$ cat src/rtl/uart_pkg.sv
// rtl/uart_pkg.sv - shared UART widths and TX scheduler state type
package uart_pkg;

   localparam int MAX_UART_DATA_W = 8;
   localparam int TOTAL_CONF_W    = 5;
   localparam int BAUD_RATE_SEL_W = 2;

   typedef enum logic [1:0] {
      IDLE      = 2'd0,
      START     = 2'd1,
      WAIT_DONE = 2'd2
   } tx_sched_state_e;

endpackage

$ cat src/rtl/rr_arbiter.sv
// rtl/rr_arbiter.sv - combinational round-robin pick with optional lock to one owner
module rr_arbiter #(
   parameter int NUM_REQ = 4,
   parameter int IDX_W   = 2
) (
   input  logic [NUM_REQ-1:0] req_i,
   input  logic [IDX_W-1:0]   ptr_i,
   input  logic               lock_i,
   input  logic [IDX_W-1:0]   lock_idx_i,
   output logic [NUM_REQ-1:0] gnt_o,
   output logic [IDX_W-1:0]   idx_o,
   output logic               found_o
);

   logic [IDX_W-1:0] cand;

   always_comb begin
      gnt_o   = '0;
      idx_o   = '0;
      found_o = 1'b0;
      cand    = '0;
      if (lock_i) begin
         if (req_i[lock_idx_i]) begin
            gnt_o[lock_idx_i] = 1'b1;
            idx_o             = lock_idx_i;
            found_o           = 1'b1;
         end
      end else begin
         // Walk upward from the pointer with wrap; the first hit wins.
         for (int i = 0; i < NUM_REQ; i++) begin
            cand = IDX_W'((int'(ptr_i) + i) % NUM_REQ);
            if (!found_o && req_i[cand]) begin
               gnt_o[cand] = 1'b1;
               idx_o       = cand;
               found_o     = 1'b1;
            end
         end
      end
   end

endmodule

$ cat src/rtl/uart_tx_scheduler.sv
// rtl/uart_tx_scheduler.sv - shares the UART TX path between requesters with packet lock and watchdog
module uart_tx_scheduler #(
   parameter int NUM_REQ         = 4,
   parameter int REQ_IDX_W       = 2,
   parameter int MAX_UART_DATA_W = uart_pkg::MAX_UART_DATA_W,
   parameter int TOTAL_CONF_W    = uart_pkg::TOTAL_CONF_W,
   parameter int BAUD_RATE_SEL_W = uart_pkg::BAUD_RATE_SEL_W,
   parameter int TIMEOUT_W       = 20,
   parameter int TIMEOUT_CYCLES  = 1000000
) (
   input  logic                               clk_i,
   input  logic                               rst_ni,
   input  logic                               enable_i,
   input  logic [NUM_REQ-1:0]                 req_valid_i,
   input  logic [NUM_REQ-1:0]                 req_last_i,
   input  logic [NUM_REQ*MAX_UART_DATA_W-1:0] req_data_i,
   output logic [NUM_REQ-1:0]                 req_ready_o,
   input  logic [TOTAL_CONF_W-1:0]            cfg_conf_i,
   input  logic [BAUD_RATE_SEL_W-1:0]         cfg_baud_i,
   output logic                               tx_en_o,
   output logic                               tx_start_o,
   output logic [MAX_UART_DATA_W-1:0]         tx_data_o,
   output logic [TOTAL_CONF_W-1:0]            tx_conf_o,
   output logic [BAUD_RATE_SEL_W-1:0]         baud_sel_o,
   input  logic                               tx_done_i,
   input  logic                               tx_busy_i,
   output logic [REQ_IDX_W-1:0]               grant_idx_o,
   output logic                               locked_o,
   output logic                               timeout_err_o,
   input  logic                               err_clr_i
);
   import uart_pkg::*;

   tx_sched_state_e            state_q;
   logic [REQ_IDX_W-1:0]       rr_ptr_q;
   logic [REQ_IDX_W-1:0]       grant_q;
   logic                       locked_q;
   logic [MAX_UART_DATA_W-1:0] data_q;
   logic                       start_q;
   logic                       en_q;
   logic [TOTAL_CONF_W-1:0]    conf_q;
   logic [BAUD_RATE_SEL_W-1:0] baud_q;
   logic [TIMEOUT_W-1:0]       wd_q;
   logic [TIMEOUT_W-1:0]       wd_d;
   logic                       err_q;

   logic [NUM_REQ-1:0]         arb_gnt;
   logic [REQ_IDX_W-1:0]       arb_idx;
   logic                       arb_found;
   logic                       accept;
   logic                       timeout_hit;
   logic [REQ_IDX_W-1:0]       next_ptr;

   rr_arbiter #(
      .NUM_REQ (NUM_REQ),
      .IDX_W   (REQ_IDX_W)
   ) u_arb (
      .req_i      (req_valid_i),
      .ptr_i      (rr_ptr_q),
      .lock_i     (locked_q),
      .lock_idx_i (grant_q),
      .gnt_o      (arb_gnt),
      .idx_o      (arb_idx),
      .found_o    (arb_found)
   );

   assign accept      = (state_q == IDLE) && enable_i && !tx_busy_i && arb_found;
   assign req_ready_o = accept ? arb_gnt : '0;
   assign wd_d        = wd_q + 1'b1;
   assign timeout_hit = (wd_d == TIMEOUT_W'(TIMEOUT_CYCLES - 1));
   assign next_ptr    = (grant_q == REQ_IDX_W'(NUM_REQ - 1)) ? '0 : grant_q + 1'b1;

   always_ff @(posedge clk_i or negedge rst_ni) begin
      if (!rst_ni) begin
         state_q  <= IDLE;
         rr_ptr_q <= '0;
         grant_q  <= '0;
         locked_q <= 1'b0;
         data_q   <= '0;
         start_q  <= 1'b0;
         en_q     <= 1'b0;
         conf_q   <= '0;
         baud_q   <= '0;
         wd_q     <= '0;
         err_q    <= 1'b0;
      end else begin
         en_q    <= enable_i;
         start_q <= 1'b0;
         // Config only follows the inputs while no frame or packet is in progress.
         if (state_q == IDLE && !tx_busy_i && !locked_q) begin
            conf_q <= cfg_conf_i;
            baud_q <= cfg_baud_i;
         end
         if (err_clr_i) begin
            err_q <= 1'b0;
         end
         case (state_q)
            IDLE: begin
               if (accept) begin
                  data_q   <= req_data_i[int'(arb_idx)*MAX_UART_DATA_W +: MAX_UART_DATA_W];
                  grant_q  <= arb_idx;
                  locked_q <= ~req_last_i[arb_idx];
                  start_q  <= 1'b1;
                  state_q  <= START;
               end
            end
            START: begin
               wd_q    <= '0;
               state_q <= WAIT_DONE;
            end
            WAIT_DONE: begin
               wd_q <= wd_d;
               if (tx_done_i) begin
                  if (!locked_q) begin
                     rr_ptr_q <= next_ptr;
                  end
                  state_q <= IDLE;
               end else if (timeout_hit) begin
                  err_q    <= 1'b1;
                  locked_q <= 1'b0;
                  rr_ptr_q <= next_ptr;
                  state_q  <= IDLE;
               end
            end
            default: state_q <= IDLE;
         endcase
      end
   end

   assign tx_en_o       = en_q;
   assign tx_start_o    = start_q;
   assign tx_data_o     = data_q;
   assign tx_conf_o     = conf_q;
   assign baud_sel_o    = baud_q;
   assign grant_idx_o   = grant_q;
   assign locked_o      = locked_q;
   assign timeout_err_o = err_q;

endmodule
$ cat config.mk
export PLATFORM = sky130hd
export DESIGN_NAME = uart_tx_scheduler
export DESIGN_NICKNAME = d
export VERILOG_FILES = /design/src/rtl/uart_pkg.sv /design/src/rtl/rr_arbiter.sv /design/src/rtl/uart_tx_scheduler.sv
export SDC_FILE = /design/constraint.sdc
export NUM_CORES = 1
export LEC_CHECK = 0
export BUFFER_PORTS_ARGS = -buffer_cell sky130_fd_sc_hd__buf_4
export CAP_MARGIN = 25
export CORE_MARGIN = 3
export CORE_UTILIZATION = 40
export CTS_CLUSTER_DIAMETER = 100
export DETAILED_ROUTE_END_ITERATION = 12
export PLACE_DENSITY = 0.66
export SLEW_MARGIN = 5
export SYNTH_ARGS = -nofsm -noshare
export SYNTH_HDL_FRONTEND = slang
export SYNTH_SLANG_ARGS = --single-unit
$ cat constraint.sdc
create_clock -name clk_i -period 3.35 [get_ports clk_i]
set_clock_uncertainty 0.2 [all_clocks]
set_input_delay 0.1675 -clock clk_i [delete_from_list [all_inputs] [get_ports clk_i]]
set_output_delay 0.1675 -clock clk_i [all_outputs]
set_load 0.01 [all_outputs]
==> impl_metrics.toml, run 1 <==
[outcome]
status = "finished with violations"
violations = "negative hold slack"

[clock_tree]
cts.reportedPaths.clkPinSlew_ns = 0.09
cts_tree = "done"
clockRootBuffer = "clkbuf_8"
clock_latency_ns = 0.31
ctsHtreeMaxLevel = 2
post_cts_buffers = 0
clock-sinks = 45
cts_buffers = 5
clockBufferDepth = 2

[power]
powerDensity_nw_per_um2 = 622.0
ir_drop_mv = 0.3176
cellLeakagePower_nw = 1.932
switching_power_mw = 1.148
power.share.switching = 0.4240
pwr-share-seq = 0.287
power_mw = 2.708
clkPwrFrac = 0.130
combPwrFrac = 0.583
p_int_mw = 1.560

[synthesis]
synth_fp_nets = 429
ys_seq_area_frac = 0.3490
synth_area_um2 = 3227
syn_inst = 360
yosysWarnings = 0
synth-edff-count = 0
syn_avg_cell_area_um2 = 8.963
synth_ff_type = "dfrtp_1"
synth.distinct_cells = 53
synthArstFlopShare = 1.000
ys_ff_latch = 45

[die]
die-area_um2 = 9181
die_x_um = 95.82
rows = 32
core_um2 = 7767
pin_count = 78
start_util = 0.4154
die_h_um = 95.82

[sta]
worst_pin_slew_ns = 0.6777
slew_viol_final = 0
hold-worst-slack_ns = -0.002080
post-route-period-util = 0.9191
setup_tns_ns = 0
hold_viol_final = 1
grt_setup_unrepaired = "false"
relSlewSlack = 0.5471
min_period_ns = 3.079
fmax_mhz = 324.8
finalSetupViolCount = 0

[global_routing]
grt_max_degree = 46
first_global_vias = 3090
grt_pass1_wl_um = 14860
track_usage = 0.2034
antenna_found_initial = 0
overflow = 0

[final_layout]
nets = 537
final_cells = 571
area_growth_pct = 34.94
diodes = 0
fill_cells = 715
layout-drive-gt1-share = 0.2388

[route]
drtAntennaViolNets = 0
drcViolationCount = 0
drt_iter0_markers = 146
vias = 3157
viasPerCell = 5.529
avgRoutedWirePerCell_um = 16.10
first_pass_iters = 5
drt_wl_total_um = 9192

[worst_setup_path]
timing.rr.start = "rr_ptr_q[0]$_DFFE_PN0P_"
worst_ep_required_time_ns = 3.32
critPathSlowestCell = "mux4_2"
arrival_ns = 3.05
critPathLaunchType = "flop"
crit_family = "simple AND/OR/NAND/NOR gates"
critPathMaxFanout = 17
cpPeakStageDelay_ns = 0.52
crit_type = "flop to flop"
endpoint_kind = "flop"
cp_num_buf_inv = 1
cp_cell_sequence = "buf_4 -> mux4_2 -> nor2b_4 -> nor4_1 -> a311oi_4 -> nor2_4 -> mux2i_1 -> o221ai_1"
critPathLaunch = "rr_ptr_q[0]$_DFFE_PN0P_"

[place]
dp.final_hpwl_um = 5995
port_buffers = 77
place.gp.congestion = 0.8118
placed_cells_incl_taps = 527

[worst_hold_path]
hold_start = "req_data_i[13]"
hp-class = "input port to flop"

[job]
cap_violations = 0
==> worst paths after layout <==
kind,cells past startpoint,to,slack [ns]
max,8,tx_data_o[7]$_DFFE_PN0P_,0.27
min,3,tx_data_o[5]$_DFFE_PN0P_,-0.002
max reg2reg,8,tx_data_o[7]$_DFFE_PN0P_,0.27
min reg2reg,2,tx_data_o[5]$_DFFE_PN0P_,0.30
max in group asynchronous,2,wd_q[1]$_DFFE_PN0P_,2.34
min in group asynchronous,2,tx_data_o[3]$_DFFE_PN0P_,0.20
==> cell usage after synthesis, drive strengths merged (7+ instances only) <==
master | n | area share
nand2 | 57 | 0.066
dfrtp | 45 | 0.35
o21ai | 21 | 0.033
mux2i | 20 | 0.062
nor2 | 18 | 0.023
ha | 16 | 0.062
inv | 16 | 0.019
a22oi | 12 | 0.028
clkbuf | 12 | 0.015
mux2 | 12 | 0.042
nor3 | 12 | 0.019
o31ai | 12 | 0.028
o221ai | 8 | 0.022
and3 | 7 | 0.014
buf | 7 | 0.013
nand3 | 7 | 0.011
==> worst register-to-register path: cells and delay by family, from the launching register on <==
kind,cells,cell delay [ns]
multiplexers,2,0.84
AND/OR/NAND/NOR,3,1.01
flip-flops,1,0.35
AO/OA/AOI/OAI,2,0.30
buffers and inverters,1,0.23
==> area by class of cell <==
type / count / area (um^2) / area share
Multi-Input combinational cell: 280 / 1959 / 0.4500
Tap cell: 102 / 127.6 / 0.02931
Sequential cell: 45 / 1126 / 0.2586
Inverter: 16 / 60.06 / 0.01379
Clock buffer: 5 / 68.82 / 0.01580
Clock inverter: 3 / 21.27 / 0.004885
Timing Repair Buffer: 120 / 991.0 / 0.2276
==> kinds of logic after synthesis <==
kind of cell               synth area share
xor gates and xnor gates           0.002715
and+or+nand+nor                      0.2117
AOI/OAI and AO/OA                    0.2106
muxes                                0.1179
buffers and inverters               0.04614
adders and majority gates           0.06204
DFF                                  0.3490
==> placed cells by master (no fill, tap or decap), drive strengths merged, types with 3 or more instances in the layout <==
| cell type | n |
|---|---|
| a21o | 5 |
| a21oi | 5 |
| a22o | 3 |
| a22oi | 12 |
| and3 | 7 |
| and4 | 3 |
| buf | 84 |
| clkbuf | 5 |
| dfrtp | 45 |
| dlygate4sd3 | 36 |
| ha | 16 |
| inv | 17 |
| mux2 | 12 |
| mux2i | 20 |
| nand2 | 57 |
| nand2b | 5 |
| nand3 | 7 |
| nand3b | 5 |
| nand4 | 6 |
| nor2 | 18 |
| nor2b | 3 |
| nor3 | 12 |
| nor3b | 3 |
| nor4 | 5 |
| o211ai | 3 |
| o21ai | 21 |
| o221ai | 8 |
| o22ai | 4 |
| o31ai | 12 |
==> power groups by stage <==
stage | Combinational (mW) | Clock (mW) | Sequential [mW]
6_report | 1.58 | 0.351 | 0.778
5_1_grt | 1.75 | 0.383 | 0.799
4_1_cts | 1.57 | 0.360 | 0.778
2_1_floorplan | 0.995 | 0 | 0.846
3_3_place_gp | 1.50 | 0 | 0.789
3_5_place_dp | 1.53 | 0 | 0.790
==> metrics by stage <==
step	hold slack [ns]	setup slack, ns	cell area [um^2]	utilization
finish	-0.002080	0.2709	4354	0.5606
global route	0.02509	0.02901	4354	0.5606
CTS	0.00001654	0.2549	4347	0.5596
detailed placement	0.01829	0.2772	3896	0.5016
global placement	0.02065	0.3414	3896	0.5016
floorplan	-0.3281	0.1975	3227	-
==> layer usage <==
layer	vias up	wire length (um)	global-route usage	part of all wire
li1	1554	-	-	-
met1	1488	3935	0.2615	0.43
met2	96	4531	0.3451	0.49
met3	19	549	0.04378	0.060
met4	0	176	0.05569	0.019
met5	-	0	0	0
==> flip-flops by register name, indices dropped and copies added (netlist names) <==
register,flops
baud_sel_o,2
grant_idx_o,2
locked_o,1
rr_ptr_q,2
state_q,2
timeout_err_o,1
tx_conf_o,5
tx_data_o,8
tx_en_o,1
tx_start_o,1
wd_q,20
==> repair_timing <==
item | 4_1_cts | 5_1_grt
hold buffers | 36 | 0
endpoints found under the hold margin | 62 | 0
resized for setup | 0 | 2
endpoints found under the setup margin | 0 | 2
Power figures use the tool's default switching activity.
==> inputs of run 2 (changes only) <==
ABC_AREA = 1   (was not set)
CORE_ASPECT_RATIO = 1.25   (was not set)
MAX_ROUTING_LAYER = met4   (was not set)
PLACE_DENSITY = 0.65   (was 0.66)
==> impl_metrics.toml, run 2 <==
[worst_setup_path]
critPathLaunch = "rr_ptr_q[0]$_DFFE_PN0P_"
rr_endpoint = "tx_data_o[4]$_DFFE_PN0P_"
crit_path_end = "req_ready_o[1]"
reg2reg_depth = 15
critPathMaxFanout = 17
endpoint_kind = "output port"
timing.rr.start = "rr_ptr_q[0]$_DFFE_PN0P_"
rrSetupSlack_ns = 0.42
critPathLaunchType = "flop"
arrival_ns = 2.74
worst_ep_required_time_ns = 2.98
crit_type = "flop to output port"

[die]
die_h_um = 110.7
core_um2 = 8379
pin_count = 78
rows = 37
die-area_um2 = 9937
die_x_um = 89.77
start_util = 0.4187

[final_layout]
area_growth_pct = 24.14
layout-drive-gt1-share = 0.2033
diodes = 0
fin_area_um2 = 4355
largest_register_ffs = 20
layout_common_cells = "nand2_1 (154), buf_4 (78), inv_1 (77)"
nets = 668
largest_register = "wd_q"
final_common_cell = "nand2_1"

[clock_tree]
ctsHtreeMaxLevel = 2
cts_buffers = 5
clockRootBuffer = "clkbuf_8"
cts.reportedPaths.clkPinSlew_ns = 0.10
post_cts_buffers = 0
clock_latency_ns = 0.30
clock-sinks = 45
clockBufferDepth = 2
cts_tree = "done"

[place]
port_buffers = 77
dp.final_hpwl_um = 7257
place_area_um2 = 4150
place.gp.congestion = 0.8770

[route]
drt_wl_total_um = 9592
drcViolationCount = 0
drtAntennaViolNets = 0
viasPerCell = 4.957
first_pass_iters = 4
drt_iter0_markers = 111
vias = 3554
avgRoutedWirePerCell_um = 13.38

[synthesis]
synth.distinct_cells = 41
ys_top_cells_by_area = "dfrtp_1 (32%), nand2_1 (16%), nand3_1 (10%)"
yosysWarnings = 0
synth.most_common_cell = "nand2_1"
synth_fp_nets = 586
syn_avg_cell_area_um2 = 6.786
synth_ff_type = "dfrtp_1"
synth_area_leader_cell = "dfrtp_1"
synth_top_area_share = 0.3210
synth-edff-count = 0
synth_area_um2 = 3508
syn_inst = 517
synthArstFlopShare = 1.000
ys_seq_area_frac = 0.3210
ys_ff_latch = 45
yosys-top-cells-count = "nand2_1 (154), inv_1 (77), nand3_1 (71)"

[sta]
setup_tns_ns = 0
hold_viol_final = 0
post-route-period-util = 0.9267
relSlewSlack = 0.6002
grt_setup_unrepaired = "false"
fmax_mhz = 322.1
worst_pin_slew_ns = 0.5998
finalSetupViolCount = 0
slew_viol_final = 0
min_period_ns = 3.104

[global_routing]
track_usage = 0.1996
first_global_vias = 3616
overflow = 0
antenna_found_initial = 0
grt_max_degree = 46
grt_pass1_wl_um = 16300

[power]
cellLeakagePower_nw = 2.223
ir_drop_mv = 0.2555
powerDensity_nw_per_um2 = 712.6

[worst_hold_path]
hp-class = "input port to flop"
hold_start = "req_data_i[14]"

[job]
cap_violations = 0

[outcome]
status = "complete, no violations"
run 2: cell types whose count changed after synthesis, sizes merged, moves of 6 or more:
| cell | before | now |
|---|---|---|
| and3 | 7 | 0 |
| nand3 | 7 | 75 |
| nand2 | 57 | 166 |
| a22oi | 12 | 2 |
| nor2 | 18 | 36 |
| inv | 16 | 81 |
| o31ai | 12 | 0 |
| a21oi | 5 | 11 |
| mux2i | 20 | 0 |
| clkbuf | 12 | 4 |
| nor3 | 12 | 3 |
| o221ai | 8 | 0 |
run 2: worst max-delay path: stages, from the launching register on:
cell	delay, ns
dfrtp_1	0.66
inv_6	0.10
ha_1	0.37
inv_1	0.08
nand2_1	0.08
nand2_2	0.07
nor2_4	0.15
nand3_2	0.12
nand2_2	0.30
inv_2	0.20
nand2_1	0.10
a21oi_1	0.04
buf_4	0.15
run 2: logic make-up after synthesis:
kind of cell / synth area share
DFF: 0.3210
and+or+nand+nor: 0.3980
buffers and inverters: 0.1155
AOI/OAI and AO/OA: 0.08345
xor gates and xnor gates: 0.002497
muxes: 0.02247
adders and majority gates: 0.05706
run 2: timing repair:
action / CTS / global route
gates resized for setup: 0 / 0
endpoints found under the hold margin: 55 / 0
hold buffers: 11 / 0
run 2: worst min-delay path by stage:
| stage | endpoint | depth (start not counted) | slack (ns) |
|---|---|---|---|
| floorplan | baud_sel_o[0]$_DFFE_PN0P_ | 0 | -0.33 |
| global placement | wd_q[0]$_DFFE_PN0P_ | 1 | 0.02 |
| detailed placement | wd_q[0]$_DFFE_PN0P_ | 1 | 0.02 |
| CTS | tx_data_o[6]$_DFFE_PN0P_ | 4 | 0.006 |
| global route | tx_data_o[6]$_DFFE_PN0P_ | 4 | 0.05 |
| finish | tx_data_o[6]$_DFFE_PN0P_ | 4 | 0.02 |
run 2: layout make-up:
cell class / count / area, um^2
fillers: 833 / 4024
multi-input cells: 376 / 1977
clock buffers: 5 / 68.82
flip-flops and latches: 45 / 1126
repair buffers: 89 / 695.7
clock inverters: 3 / 26.28
inverters: 82 / 315.3
well taps: 117 / 146.4
run 2: stage by stage:
| step | setup slack, ns | utilization | cells | power (mW) | hold slack, ns |
|---|---|---|---|---|---|
| after detailed placement | 0.4391 | 0.4953 | 698 | 2.729 | 0.01627 |
| after floorplan | 1.002 | - | 517 | 2.251 | -0.3281 |
| after CTS | 0.2455 | 0.5198 | 717 | 3.123 | 0.006186 |
| final | 0.2456 | 0.5198 | 717 | 3.104 | 0.01551 |
| after global routing | 0.01322 | 0.5198 | 717 | 3.393 | 0.05076 |
| after global placement | 0.5444 | 0.4953 | 698 | 2.709 | 0.01833 |
run 2: per-layer routing:
metal	up-vias	wire (um)	part of all wire	GRT usage
met5	-	0	0	-
met1	1631	3889	0.41	0.2194
met4	0	233	0.024	0.07464
li1	1823	-	-	-
met2	80	5093	0.53	0.3619
met3	20	375	0.039	0.03191
run 2: report_power, final:
part           internal (mW)  total [mW]  switching, mW  leakage [nW]
Sequential             0.675       0.814          0.139         0.588
Clock                  0.155       0.373          0.218        0.0495
Combinational          0.704        1.92           1.21          1.59
Total                   1.53        3.10           1.57          2.22
==> inputs of run 3 (changes only) <==
MAX_ROUTING_LAYER = not set   (was met4)
==> impl_metrics.toml, run 3 (synthesis results as in run 2) <==
[power]
switching_power_mw = 1.572
powerDensity_nw_per_um2 = 714.9
p_int_mw = 1.534
combPwrFrac = 0.619
cellLeakagePower_nw = 2.219
ir_drop_mv = 0.2718
power.share.switching = 0.5061
pwr-share-seq = 0.262
clkPwrFrac = 0.118

[route]
drt_iter0_markers = 142
drtAntennaViolNets = 0
avgRoutedWirePerCell_um = 13.34
viasPerCell = 4.932
vias = 3531
first_pass_iters = 4
drt_wl_total_um = 9549
drcViolationCount = 0

[clock_tree]
cts_tree = "done"
clock_latency_ns = 0.31
post_cts_buffers = 0
cts_buffers = 5
clockRootBuffer = "clkbuf_8"
clockBufferDepth = 2
ctsHtreeMaxLevel = 2
cts.reportedPaths.clkPinSlew_ns = 0.10
clock-sinks = 45

[global_routing]
overflow = 0
met2_usage = 0.3589
first_global_vias = 3519
grt_busiest_layer = "met2"
grt_pass1_wl_um = 16120
use_met1 = 0.2254
antenna_found_initial = 0
grt_max_degree = 46
met3_usage = 0.03666
track_usage = 0.1927

[die]
die_x_um = 89.77
pin_count = 78
die-area_um2 = 9937
die_h_um = 110.7
rows = 37
core_um2 = 8379
start_util = 0.4187

[worst_setup_path]
critPathSlowestCell = "dfrtp_1"
critPathLaunchType = "flop"
critPathMaxFanout = 17
endpoint_kind = "output port"
crit_family = "simple AND/OR/NAND/NOR gates"
cp_cell_sequence = "inv_1 -> ha_1 -> inv_1 -> nand2_1 -> nand2_2 -> nor2_4 -> nand3_2 -> nand2_2 -> inv_2 -> nand2_1 -> a21oi_1 -> buf_4"
arrival_ns = 2.75
worst_ep_required_time_ns = 2.98
crit_type = "flop to output port"
cp_num_buf_inv = 4
cpPeakStageDelay_ns = 0.53

[job]
cap_violations = 0

[place]
pre_cts_ws_ns = 0.4152
dp.final_hpwl_um = 7227
port_buffers = 77
place.gp.congestion = 0.8668
place_area_um2 = 4150

[final_layout]
nets = 667
regArea_um2 = 1126
layout-drive-gt1-share = 0.2037
area_growth_pct = 23.86
layout_common_cells = "nand2_1 (154), buf_4 (78), inv_1 (77)"
largest_register_ffs = 20
fill_cells = 823
diodes = 0
post-route-util = 0.5186
final_common_cell = "nand2_1"
fin_area_um2 = 4345
multiInputGateArea_um2 = 1977
largest_register = "wd_q"

[worst_hold_path]
hp-class = "input port to flop"

[sta]
hold-worst-slack_ns = 0.01360
relSlewSlack = 0.6047
setup_tns_ns = 0
post-route-period-util = 0.9314
grt_setup_unrepaired = "false"
min_period_ns = 3.120
setup_ws_ns = 0.2298
fmax_mhz = 320.5
hold_viol_final = 0
slew_viol_final = 0
finalSetupViolCount = 0
worst_pin_slew_ns = 0.5930

[outcome]
status = "complete, no violations"
[run 3: cell types whose count changed in the layout (fill, tap and decap cells not counted), sizes merged]
| cell | change |
|---|---|
| dlygate4sd3 | -1 |
[run 3: cell type report]
class / count / area share
clock buffer: 5 / 0.01584
clock inverter: 3 / 0.006047
inverter: 82 / 0.07256
multi-input combinational: 376 / 0.4549
sequential: 45 / 0.2591
tap: 117 / 0.03369
timing repair buffer: 88 / 0.1578
[run 3: stage by stage]
stage | total power, mW | cells
global placement | 2.717 | 698
floorplan | 2.251 | 517
CTS | 3.119 | 716
global route | 3.407 | 716
detailed placement | 2.727 | 698
finish | 3.107 | 716
[run 3: worst paths after layout]
path                                     startpoint                        to  slack, ns  cells after the start
min in group asynchronous                    rst_ni       wd_q[0]$_DFFE_PN0P_       0.18                      2
max reg2reg                 rr_ptr_q[1]$_DFFE_PN0P_  tx_data_o[2]$_DFFE_PN0P_       0.41                     15
max in group asynchronous                    rst_ni      wd_q[19]$_DFFE_PN0P_       2.35                      2
max                         rr_ptr_q[1]$_DFFE_PN0P_            req_ready_o[1]       0.23                     12
min                                       tx_done_i      locked_o$_DFFE_PN0P_       0.01                      5
min reg2reg                tx_data_o[0]$_DFFE_PN0P_  tx_data_o[0]$_DFFE_PN0P_       0.30                      2
[run 3: worst reg2reg max path: stages, from the launching register on]
cell	delay, ns
dfrtp_1	0.53
inv_1	0.21
ha_1	0.40
inv_1	0.09
nand2_1	0.08
nand2_2	0.07
nor2_4	0.16
nand3_1	0.13
nand3_1	0.09
nand2_1	0.05
nand2_1	0.31
inv_1	0.25
nand3_1	0.12
nand2_1	0.06
nand2_1	0.05
nand2_1	0.05
[run 3: layer usage]
layer / wire (um) / vias up
met1: 3893 / 1619
li1: - / 1819
met2: 5064 / 76
met3: 435 / 17
met5: 0 / -
met4: 156 / 0
[run 3: power by group through the flow]
stage                     Clock (mW)  Combinational, mW  Sequential [mW]
after detailed placement           0               1.90            0.822
after CTS                      0.382               1.92            0.814
after global placement             0               1.90            0.820
final                          0.368               1.92            0.815
after floorplan                    0               1.42            0.827
after global routing           0.400               2.17            0.839
[run 3: timing repair]
action / in CTS / in global routing
gates resized for setup: 0 / 0
hold endpoints to repair: 54 / 0
endpoints found under the setup margin: 0 / 0
hold buffers: 10 / 0
